## config.mk

```make
export PLATFORM = sky130hd
export DESIGN_NAME = motor_cmd_sched
export DESIGN_NICKNAME = d
export VERILOG_FILES = /design/src/rtl/motor_pkg.sv /design/src/rtl/cmd_fifo.sv /design/src/rtl/motor_cmd_sched.sv
export SDC_FILE = /design/constraint.sdc
export NUM_CORES = 1
export LEC_CHECK = 0
export CAP_MARGIN = 20
export CORE_UTILIZATION = 61
export CTS_CLUSTER_DIAMETER = 200
export DETAILED_ROUTE_END_ITERATION = 6
export PLACE_DENSITY_LB_ADDON = 0.2
export SETUP_SLACK_MARGIN = 0.2
export SYNTH_ARGS = -nofsm -noshare
export SYNTH_HDL_FRONTEND = slang
export SYNTH_SLANG_ARGS = --single-unit
```

## constraint.sdc

```tcl
create_clock -name sysclk -period 5.6 [get_ports sysclk]
set_input_delay 1.4 -clock sysclk [delete_from_list [all_inputs] [get_ports sysclk]]
set_output_delay 1.4 -clock sysclk [all_outputs]
set_load 0.01 [all_outputs]
```

## src/rtl/motor_pkg.sv

```systemverilog
// Shared types and constants for the motor command scheduler.
// Widths here size the FIFO word, the one-hot Motor bus and the position bank.
package motor_pkg;

    localparam int NUM_MOTOR = 6;
    localparam int PN_W      = 10;
    localparam int POS_W     = 16;
    localparam int MIDX_W    = 3;

    typedef enum logic [2:0] {
        WAIT_HOME,
        IDLE,
        ISSUE,
        WAIT_BUSY,
        RUN,
        DONE,
        ERR
    } sched_state_t;

    localparam logic [1:0] ERR_NONE    = 2'b00;
    localparam logic [1:0] ERR_BAD_IDX = 2'b01;
    localparam logic [1:0] ERR_TIMEOUT = 2'b10;

    typedef struct packed {
        logic [MIDX_W-1:0] motor;
        logic              dir;
        logic [PN_W-1:0]   num;
    } cmd_t;

    function automatic logic [NUM_MOTOR-1:0] motorOneHot(input logic [MIDX_W-1:0] idx);
        return NUM_MOTOR'(1) << idx;
    endfunction

endpackage

```

## src/rtl/cmd_fifo.sv

```systemverilog
// Synchronous FIFO with occupancy count; read data is the current head (show-ahead).
// DEPTH must be a power of two so the pointers wrap naturally.
module cmd_fifo #(
    parameter int DEPTH = 4,
    parameter int WIDTH = 8
) (
    input  logic                       sysclk,
    input  logic                       rst_n,
    input  logic                       i_push,
    input  logic [WIDTH-1:0]           i_wdata,
    input  logic                       i_pop,
    output logic [WIDTH-1:0]           o_rdata,
    output logic                       o_full,
    output logic                       o_empty,
    output logic [$clog2(DEPTH):0]     o_count
);

    localparam int AW = $clog2(DEPTH);

    logic [WIDTH-1:0] r_mem [DEPTH];
    logic [AW-1:0]    r_wptr;
    logic [AW-1:0]    r_rptr;
    logic [AW:0]      r_count;
    logic             w_doPush;
    logic             w_doPop;

    assign o_full   = (r_count == (AW+1)'(DEPTH));
    assign o_empty  = (r_count == '0);
    assign o_count  = r_count;
    assign o_rdata  = r_mem[r_rptr];
    assign w_doPush = i_push && !o_full;
    assign w_doPop  = i_pop && !o_empty;

    always_ff @(posedge sysclk) begin
        if (w_doPush) begin
            r_mem[r_wptr] <= i_wdata;
        end
    end

    always_ff @(posedge sysclk or negedge rst_n) begin
        if (!rst_n) begin
            r_wptr  <= '0;
            r_rptr  <= '0;
            r_count <= '0;
        end else begin
            if (w_doPush) begin
                r_wptr <= r_wptr + 1'b1;
            end
            if (w_doPop) begin
                r_rptr <= r_rptr + 1'b1;
            end
            case ({w_doPush, w_doPop})
                2'b10:   r_count <= r_count + 1'b1;
                2'b01:   r_count <= r_count - 1'b1;
                default: r_count <= r_count;
            endcase
        end
    end

endmodule

```

## src/rtl/motor_cmd_sched.sv

```systemverilog
// Command scheduler feeding the Pulse stage: queues motion commands, issues them one at
// a time after homing, waits on the Busy handshake and keeps a signed position per motor.
module motor_cmd_sched
    import motor_pkg::*;
#(
    parameter int FIFO_DEPTH = 4,
    parameter int BUSY_TO    = 255
) (
    input  logic                    sysclk,
    input  logic                    rst_n,
    input  logic                    cmd_valid,
    output logic                    cmd_ready,
    input  logic [MIDX_W-1:0]       cmd_motor,
    input  logic                    cmd_dir,
    input  logic [PN_W-1:0]         cmd_num,
    output logic [NUM_MOTOR-1:0]    Motor,
    output logic [PN_W-1:0]         PulseNum,
    output logic                    MotorDir,
    input  logic                    Busy,
    input  logic [NUM_MOTOR-1:0]    initFlag,
    input  logic [MIDX_W-1:0]       pos_sel,
    output logic signed [POS_W-1:0] pos_out,
    output logic                    sched_busy,
    output logic                    err,
    output logic [1:0]              err_code,
    input  logic                    err_clr
);

    localparam int CNT_W = $clog2(BUSY_TO + 1);

    sched_state_t                 r_state;
    cmd_t                         r_cur;
    logic [CNT_W-1:0]             r_cnt;
    logic [NUM_MOTOR-1:0]         r_initPrev;
    logic signed [POS_W-1:0]      r_pos [NUM_MOTOR];

    cmd_t                         w_inCmd;
    cmd_t                         w_head;
    logic                         w_full;
    logic                         w_empty;
    logic [$clog2(FIFO_DEPTH):0]  w_count;
    logic                         w_accept;
    logic                         w_badIdx;
    logic                         w_push;
    logic                         w_pop;
    logic                         w_homed;
    logic                         w_timeout;
    logic [NUM_MOTOR-1:0]         w_homeRise;
    logic [POS_W-1:0]             w_delta;

    assign w_inCmd    = '{motor: cmd_motor, dir: cmd_dir, num: cmd_num};
    assign cmd_ready  = !w_full;
    assign w_accept   = cmd_valid && cmd_ready;
    assign w_badIdx   = w_accept && (cmd_motor >= MIDX_W'(NUM_MOTOR));
    // Zero-length commands are acknowledged but never reach the queue.
    assign w_push     = w_accept && !w_badIdx && (cmd_num != '0);
    assign w_homed    = &initFlag;
    assign w_pop      = (r_state == IDLE) && w_homed && !w_empty;
    assign w_timeout  = (r_state == WAIT_BUSY) && !Busy && (r_cnt == CNT_W'(BUSY_TO - 1));
    assign w_homeRise = initFlag & ~r_initPrev;
    assign w_delta    = {{(POS_W-PN_W){1'b0}}, r_cur.num};
    assign sched_busy = (r_state != IDLE) || (w_count != '0);
    assign pos_out    = (pos_sel < MIDX_W'(NUM_MOTOR)) ? r_pos[pos_sel] : '0;

    cmd_fifo #(
        .DEPTH (FIFO_DEPTH),
        .WIDTH ($bits(cmd_t))
    ) u_fifo (
        .sysclk  (sysclk),
        .rst_n   (rst_n),
        .i_push  (w_push),
        .i_wdata (w_inCmd),
        .i_pop   (w_pop),
        .o_rdata (w_head),
        .o_full  (w_full),
        .o_empty (w_empty),
        .o_count (w_count)
    );

    always_ff @(posedge sysclk or negedge rst_n) begin
        if (!rst_n) begin
            r_state  <= WAIT_HOME;
            r_cur    <= '0;
            r_cnt    <= '0;
            Motor    <= '0;
            PulseNum <= '0;
            MotorDir <= 1'b0;
            err      <= 1'b0;
            err_code <= ERR_NONE;
        end else begin
            // Later assignments win, so a fresh error overrides a same-cycle clear.
            if (err_clr) begin
                err      <= 1'b0;
                err_code <= ERR_NONE;
            end
            if (w_badIdx) begin
                err      <= 1'b1;
                err_code <= ERR_BAD_IDX;
            end
            if (w_timeout) begin
                err      <= 1'b1;
                err_code <= ERR_TIMEOUT;
            end

            case (r_state)
                WAIT_HOME: begin
                    if (w_homed) begin
                        r_state <= IDLE;
                    end
                end
                IDLE: begin
                    if (!w_homed) begin
                        r_state <= WAIT_HOME;
                    end else if (w_pop) begin
                        r_cur    <= w_head;
                        Motor    <= motorOneHot(w_head.motor);
                        PulseNum <= w_head.num;
                        MotorDir <= w_head.dir;
                        r_state  <= ISSUE;
                    end
                end
                ISSUE: begin
                    r_cnt   <= '0;
                    r_state <= WAIT_BUSY;
                end
                WAIT_BUSY: begin
                    if (Busy) begin
                        r_state <= RUN;
                    end else if (w_timeout) begin
                        Motor    <= '0;
                        PulseNum <= '0;
                        r_state  <= ERR;
                    end else begin
                        r_cnt <= r_cnt + 1'b1;
                    end
                end
                RUN: begin
                    if (!Busy) begin
                        Motor    <= '0;
                        PulseNum <= '0;
                        r_state  <= DONE;
                    end
                end
                DONE: begin
                    r_state <= IDLE;
                end
                ERR: begin
                    if (err_clr) begin
                        r_state <= IDLE;
                    end
                end
                default: begin
                    r_state <= WAIT_HOME;
                end
            endcase
        end
    end

    // A homing edge zeroes that motor's position and beats a same-cycle DONE update.
    always_ff @(posedge sysclk or negedge rst_n) begin
        if (!rst_n) begin
            r_initPrev <= '0;
            for (int i = 0; i < NUM_MOTOR; i++) begin
                r_pos[i] <= '0;
            end
        end else begin
            r_initPrev <= initFlag;
            for (int i = 0; i < NUM_MOTOR; i++) begin
                if (w_homeRise[i]) begin
                    r_pos[i] <= '0;
                end else if ((r_state == DONE) && (r_cur.motor == MIDX_W'(i))) begin
                    r_pos[i] <= r_cur.dir ? (r_pos[i] - w_delta) : (r_pos[i] + w_delta);
                end
            end
        end
    end

endmodule

```

### Word level (Yosys, flattened, before mapping)

Memory sizes are Yosys's and may differ from the RTL's.
Index checks and enable logic that the tools add are counted.

* register bits: 153
* RAM bits: 56
* input port bits: 28
* output and inout port bits: 38
* logic and storage cells: 165
* memories kept: 1

Memories
* u_fifo.r_mem: depth 4, bits a word 14, rd ports 1, clocked after Yosys merged registers in 0, wr ports 1, RTL line cmd_fifo.sv:20 `logic [WIDTH-1:0] r_mem [DEPTH];`

* $add $sub $neg: 17
* order comparisons: 3
* eq/ne operators: 26
* shifts and indexed selects: 1
* multiplexer cells: 54
* bitwise logic cells: 3
* reduce and logical (&&, ||, !) cells: 41

Operators by type and width (count)
* $mux 16: 21
* $add 16x10->16: 6
* $sub 16x10->16: 6
* $mux 10: 5
* $bmux 16 s3: 1
* $mux 6: 5
* $pmux 10 s3: 1
* $mux 3: 7
* $pmux 3 s7: 1
* $eq 3x3->1 const B: 6
* $pmux 6 s3: 1
* $logic_and 1x1->1: 16
* $mux 8: 2
* $pmux 8 s2: 1
* $reduce_bool 2->1: 8
* $ne 2x2->1 const B: 7
* $eq 3x2->1 const B: 4
* $reduce_and 6->1: 2
* $reduce_bool 10->1: 1
* $logic_not 3->1: 3
* $reduce_bool 3->1: 3
* $add 8x1->8 const B: 1
* $eq 8x8->1 const B: 1
* $reduce_and 8->1: 1
* other kinds (24): 35

### Logic depth before layout (Yosys ltp)

* word-level depth: 10
* mapped depth: 16

### By module

A second synthesis with hierarchy kept.

* cell total of the unflattened synthesis: 1443
* area, all modules: 13805.7 um^2

By module, submodules not included
* motor_cmd_sched: instances 1, cells an instance 1333, area an instance 11324.6 um^2
* cmd_fifo: instances 1, cells an instance 110, area an instance 2481.1 um^2

### Worst setup path before layout

Ideal clock, no wire load.

* kind: register to register
* from: reg r_cur[10] (netlist bit)
* to: reg r_pos[31] (netlist bit)
* library setup time: 0.079 ns
* data arrival time: 4.356 ns
* required time: 5.521 ns
* setup slack: 1.165 ns
* stages on the path, launching flop included: 17
* path buffers: 2
* cells stage by stage: dfrtp_1 -> clkbuf_1 -> clkbuf_1 -> mux2_2 -> inv_1 -> ha_1 -> nor2b_1 -> o21a_1 -> o21ai_0 -> a31oi_1 -> maj3_2 -> maj3_2 -> maj3_2 -> a211o_1 -> a311oi_2 -> mux2i_1 -> mux2i_1

* cells in the longest elaborated chain, start to end: 3

Ends and longest elaborated chain
* start: declaration: RTL line motor_cmd_sched.sv:32 `cmd_t r_cur;`
* start signal: assignment: RTL line motor_cmd_sched.sv:115 `r_cur <= w_head;`
* $mux 16: RTL line motor_cmd_sched.sv:172 `r_pos[i] <= r_cur.dir ? (r_pos[i] - w_delta) : (r_pos[i] + w_delta);`
* $mux 16: RTL line motor_cmd_sched.sv:171 `end else if ((r_state == DONE) && (r_cur.motor == MIDX_W'(i))) begin`
* $mux 16: RTL line motor_cmd_sched.sv:169 `if (w_homeRise[i]) begin`
* end signal: indexed assignment: RTL line motor_cmd_sched.sv:172
* end: declaration: RTL line motor_cmd_sched.sv:35 `logic signed [POS_W-1:0] r_pos [NUM_MOTOR];`

Every way passes these cells. The select of a mux whose other input is x is not followed.
A chain may end at the register's enable or synchronous reset.

### Worst setup path in the final report

* from: in pos_sel[2]
* to: out pos_out[7]

* cells in the longest elaborated chain, start to end: 5

Ends and longest elaborated chain
* start: declaration: RTL line motor_cmd_sched.sv:21 `input logic [MIDX_W-1:0] pos_sel,`
* $not 3->4 (not written as such): RTL line motor_cmd_sched.sv:63 `assign pos_out = (pos_sel < MIDX_W'(NUM_MOTOR)) ? r_pos[pos_sel] : '0;`
* $bmux 16 s3: RTL line motor_cmd_sched.sv:63
* $mux 16 (not written as such) (2 in a row): RTL line motor_cmd_sched.sv:63
* $mux 16 *: RTL line motor_cmd_sched.sv:63
* end: declaration: RTL line motor_cmd_sched.sv:22 `output logic signed [POS_W-1:0] pos_out,`

Every way passes the cells marked *; elsewhere a longest branch is shown, timed or not. The select of a mux whose other input is x is not followed.

==> out/qor.txt <==
Status - completed
Post-CTS Resized - 0
Via count - 10900
Post-synthesis average cell area - 9.80 µm²
Port Buf Inserts - 65
VDD IR max - 0.274 mV
Final hold vios - 0
Core Region - 0.0218 mm²
DRT Wirelength - 34.6 mm
Initial drt markers - 766
Register area share after synthesis - 40.6%
CTS Sinks - 209
DP Wirelength - 25.3 mm
Final Critical Period - 4.87 ns
Crit end category - output pin
Min-Delay Path Class - reg2reg
GR Util All Layers - 31.6%
Cell area after layout - 0.0154 mm²
LEAKAGE - 6.30 nW
Area of the multi-input gates - 0.00749 mm²
Part of the cycle the worst path needs - 87.0%
Largest cells by area after synthesis - dfrtp_1, edfxtp_1, ha_1
Final #Nets - 1524
Cells along the critical path - clkdlybuf4s50_1 > nand2b_1 > o22ai_1 > clkdlybuf4s50_1
PwrDens - 526 mW/mm²
Met3 Wirelength - 1.56 mm
Slew Viols, Final - 0
Worst Tran Pin Value - 1.01 ns
Final Setup Violations - 0
Vias in the first global route - 10500
Site Rows - 54
Most used cell along the critical path - clkdlybuf4s50_1
CTS tree - yes
# DRC - 0
Peak Freq - 205 MHz
Root buf cell - clkbuf_16
Die width - 151 µm
Top cell type's share of synthesized area - 28.2%
Die H - 151 µm
Met2 routed WL - 17.1 mm
TritonCTS Buffers - 24
#FFs+latches synth - 209
FFs w/ async S/R, synth - 73.2%
Largest fanout on the critical path - 16
Depth of the CTS H-tree - 1
Worst-path clk slew - 0.06 ns
Post-synth EDFFs - 56
Critical path class - in2out
Predominant post-synthesis flop cell - dfrtp_1
Grt ovf - 0
Die Area - 0.0228 mm²
Most common cell after layout, fill and taps aside - dfrtp_1
Share of layout cells above drive strength 1 - 9.86%
Setup crit start kind - primary input
CP arrival - 3.47 ns
Reg area - 0.00551 mm²
TNS Setup - 0 ns
Initial antenna violation count - 1
Worst skew pair latency - 0.55 ns
Vias per Instance - 6.29
Met1 Wirelength - 14.1 mm
RSZ-0062 raised after global routing - false
Placed Instance Area - 0.0145 mm²
CP max-delay cell - clkdlybuf4s50_1
Post-DRT Antenna Nets - 0
Synthesis-to-finish area growth - 13.3%
Routability Congestion - 0.970
Synth Cell Area - 0.0136 mm²
Gate Count Post-Synth - 1384
Cell taking the most area after synthesis - dfrtp_1
Worst Path Required - 4.20 ns
Synth cell types - 82
Total of max-cap violations - 0
# fillers - 1666
Syn Nets - 1475
Largest net degree at the start of global routing - 86
CP max stage delay - 0.59 ns
Max clock buf depth - 3
Worst Skew - 0.0263 ns
Global-route wire length before repair - 55.5 mm
DRT Pass-1 Iters - 5
Wire per inst - 20.0 µm
Synth warn - 0
Most frequent cells in the layout - dfrtp_1, nand2_1, nor2_1
Post-CTS setup buffers - 0
DR top layer - met4
Starting Density - 62.2%
Boundary pin count - 66
Rel. slew slack - 32.3%
CTS Hold Bufs - 0
## power breakdown
part	switching [mW]	internal (mW)	leakage [nW]	total (mW)
Sequential	0.153	1.72	2.60	1.87
Combinational	2.63	1.92	3.29	4.55
Clock	0.666	0.995	0.417	1.66
## critical path, delay by kind of cell
| family | cells | cell delay (ns) |
|---|---|---|
| compound gates | 1 | 0.34 |
| simple gates | 1 | 0.57 |
| buf+inv | 2 | 1.15 |
## sequential cells by signal, indices dropped and copies added, names as in the netlist, 3 cells and up
signal	count
r_cur	14
PulseNum	10
u_fifo.o_count	3
r_state	3
r_cnt	8
r_initPrev	6
r_pos	96
Motor	6
u_fifo.r_mem	56
## per-stage QoR
step / worst slack, ns / util (%) / hold slack [ns] / power, mW / instances
detailed placement: 0.745 / 66.5 / 0.466 / 6.35 / 1685
finish: 0.729 / 70.5 / 0.474 / 8.08 / 1732
CTS: 0.749 / 70.3 / 0.480 / 8.05 / 1729
floorplan: 1.16 / - / 0.464 / 5.31 / 1384
global route: 0.449 / 70.5 / 0.497 / 8.60 / 1732
global placement: 0.779 / 66.5 / 0.462 / 6.21 / 1685
## metal layers
layer,GRT usage (%),vias to the layer above
met5,0,-
met4,15.9,0
met3,3.58,95
met2,53.8,335
met1,40.1,5310
li1,-,5146
## synth_stat cells, types with 8 or more instances
| cell type | count |
|---|---|
| nand4_1 | 13 |
| clkbuf_1 | 51 |
| nand3_1 | 24 |
| or2_2 | 8 |
| mux2i_1 | 28 |
| nor2b_1 | 16 |
| ha_1 | 56 |
| edfxtp_1 | 56 |
| nor2_1 | 109 |
| nand2b_1 | 18 |
| dfrtp_1 | 153 |
| mux4_2 | 30 |
| nor3_1 | 19 |
| a31oi_1 | 13 |
| o31ai_1 | 12 |
| a21o_1 | 39 |
| and2_1 | 32 |
| or3_1 | 35 |
| buf_1 | 14 |
| o21ai_0 | 64 |
| xor2_1 | 30 |
| o22ai_1 | 23 |
| o2111ai_1 | 11 |
| a21oi_1 | 94 |
| nand2_1 | 113 |
| a211oi_1 | 25 |
| inv_1 | 70 |
| xnor2_1 | 70 |
| maj3_1 | 22 |
## layout make-up
class	instances	area share, %
clock inverter	8	0.773
multi-input combinational	1027	48.7
inverter	73	1.78
antenna	1	0.0163
tap	280	2.28
clock buffer	36	4.73
timing repair buffer	98	5.87
sequential	209	35.8
## path summary, 6_finish.rpt
check                       startpoint     endpoint  slack (ns)  depth (start not counted)
setup / recovery            pos_sel[2]   pos_out[7]        0.73                          4
hold / removal             PulseNum[7]  PulseNum[7]        0.47                          1
setup reg to reg              r_cur[0]    r_pos[31]        0.76                         16
hold reg to reg            PulseNum[7]  PulseNum[7]        0.47                          1
max in group asynchronous        rst_n     r_cnt[0]        3.60                          2
min in group asynchronous        rst_n    r_pos[62]        0.92                          1
## cell families (layout without fill, tap and decap cells)
logic type                 Yosys count  in the layout  synth area share, %
and+or+nand+nor                    423            423                 15.6
AOI/OAI and AO/OA                  347            347                 16.9
DFF                                209            209                 40.6
buffers and inverters              148            215                 4.37
xor gates and xnor gates           100            100                 6.46
adders and majority gates           91             91                 8.32
muxes                               66             66                 7.71
other                                0              1                    0
(Power assumes the default switching activity.)
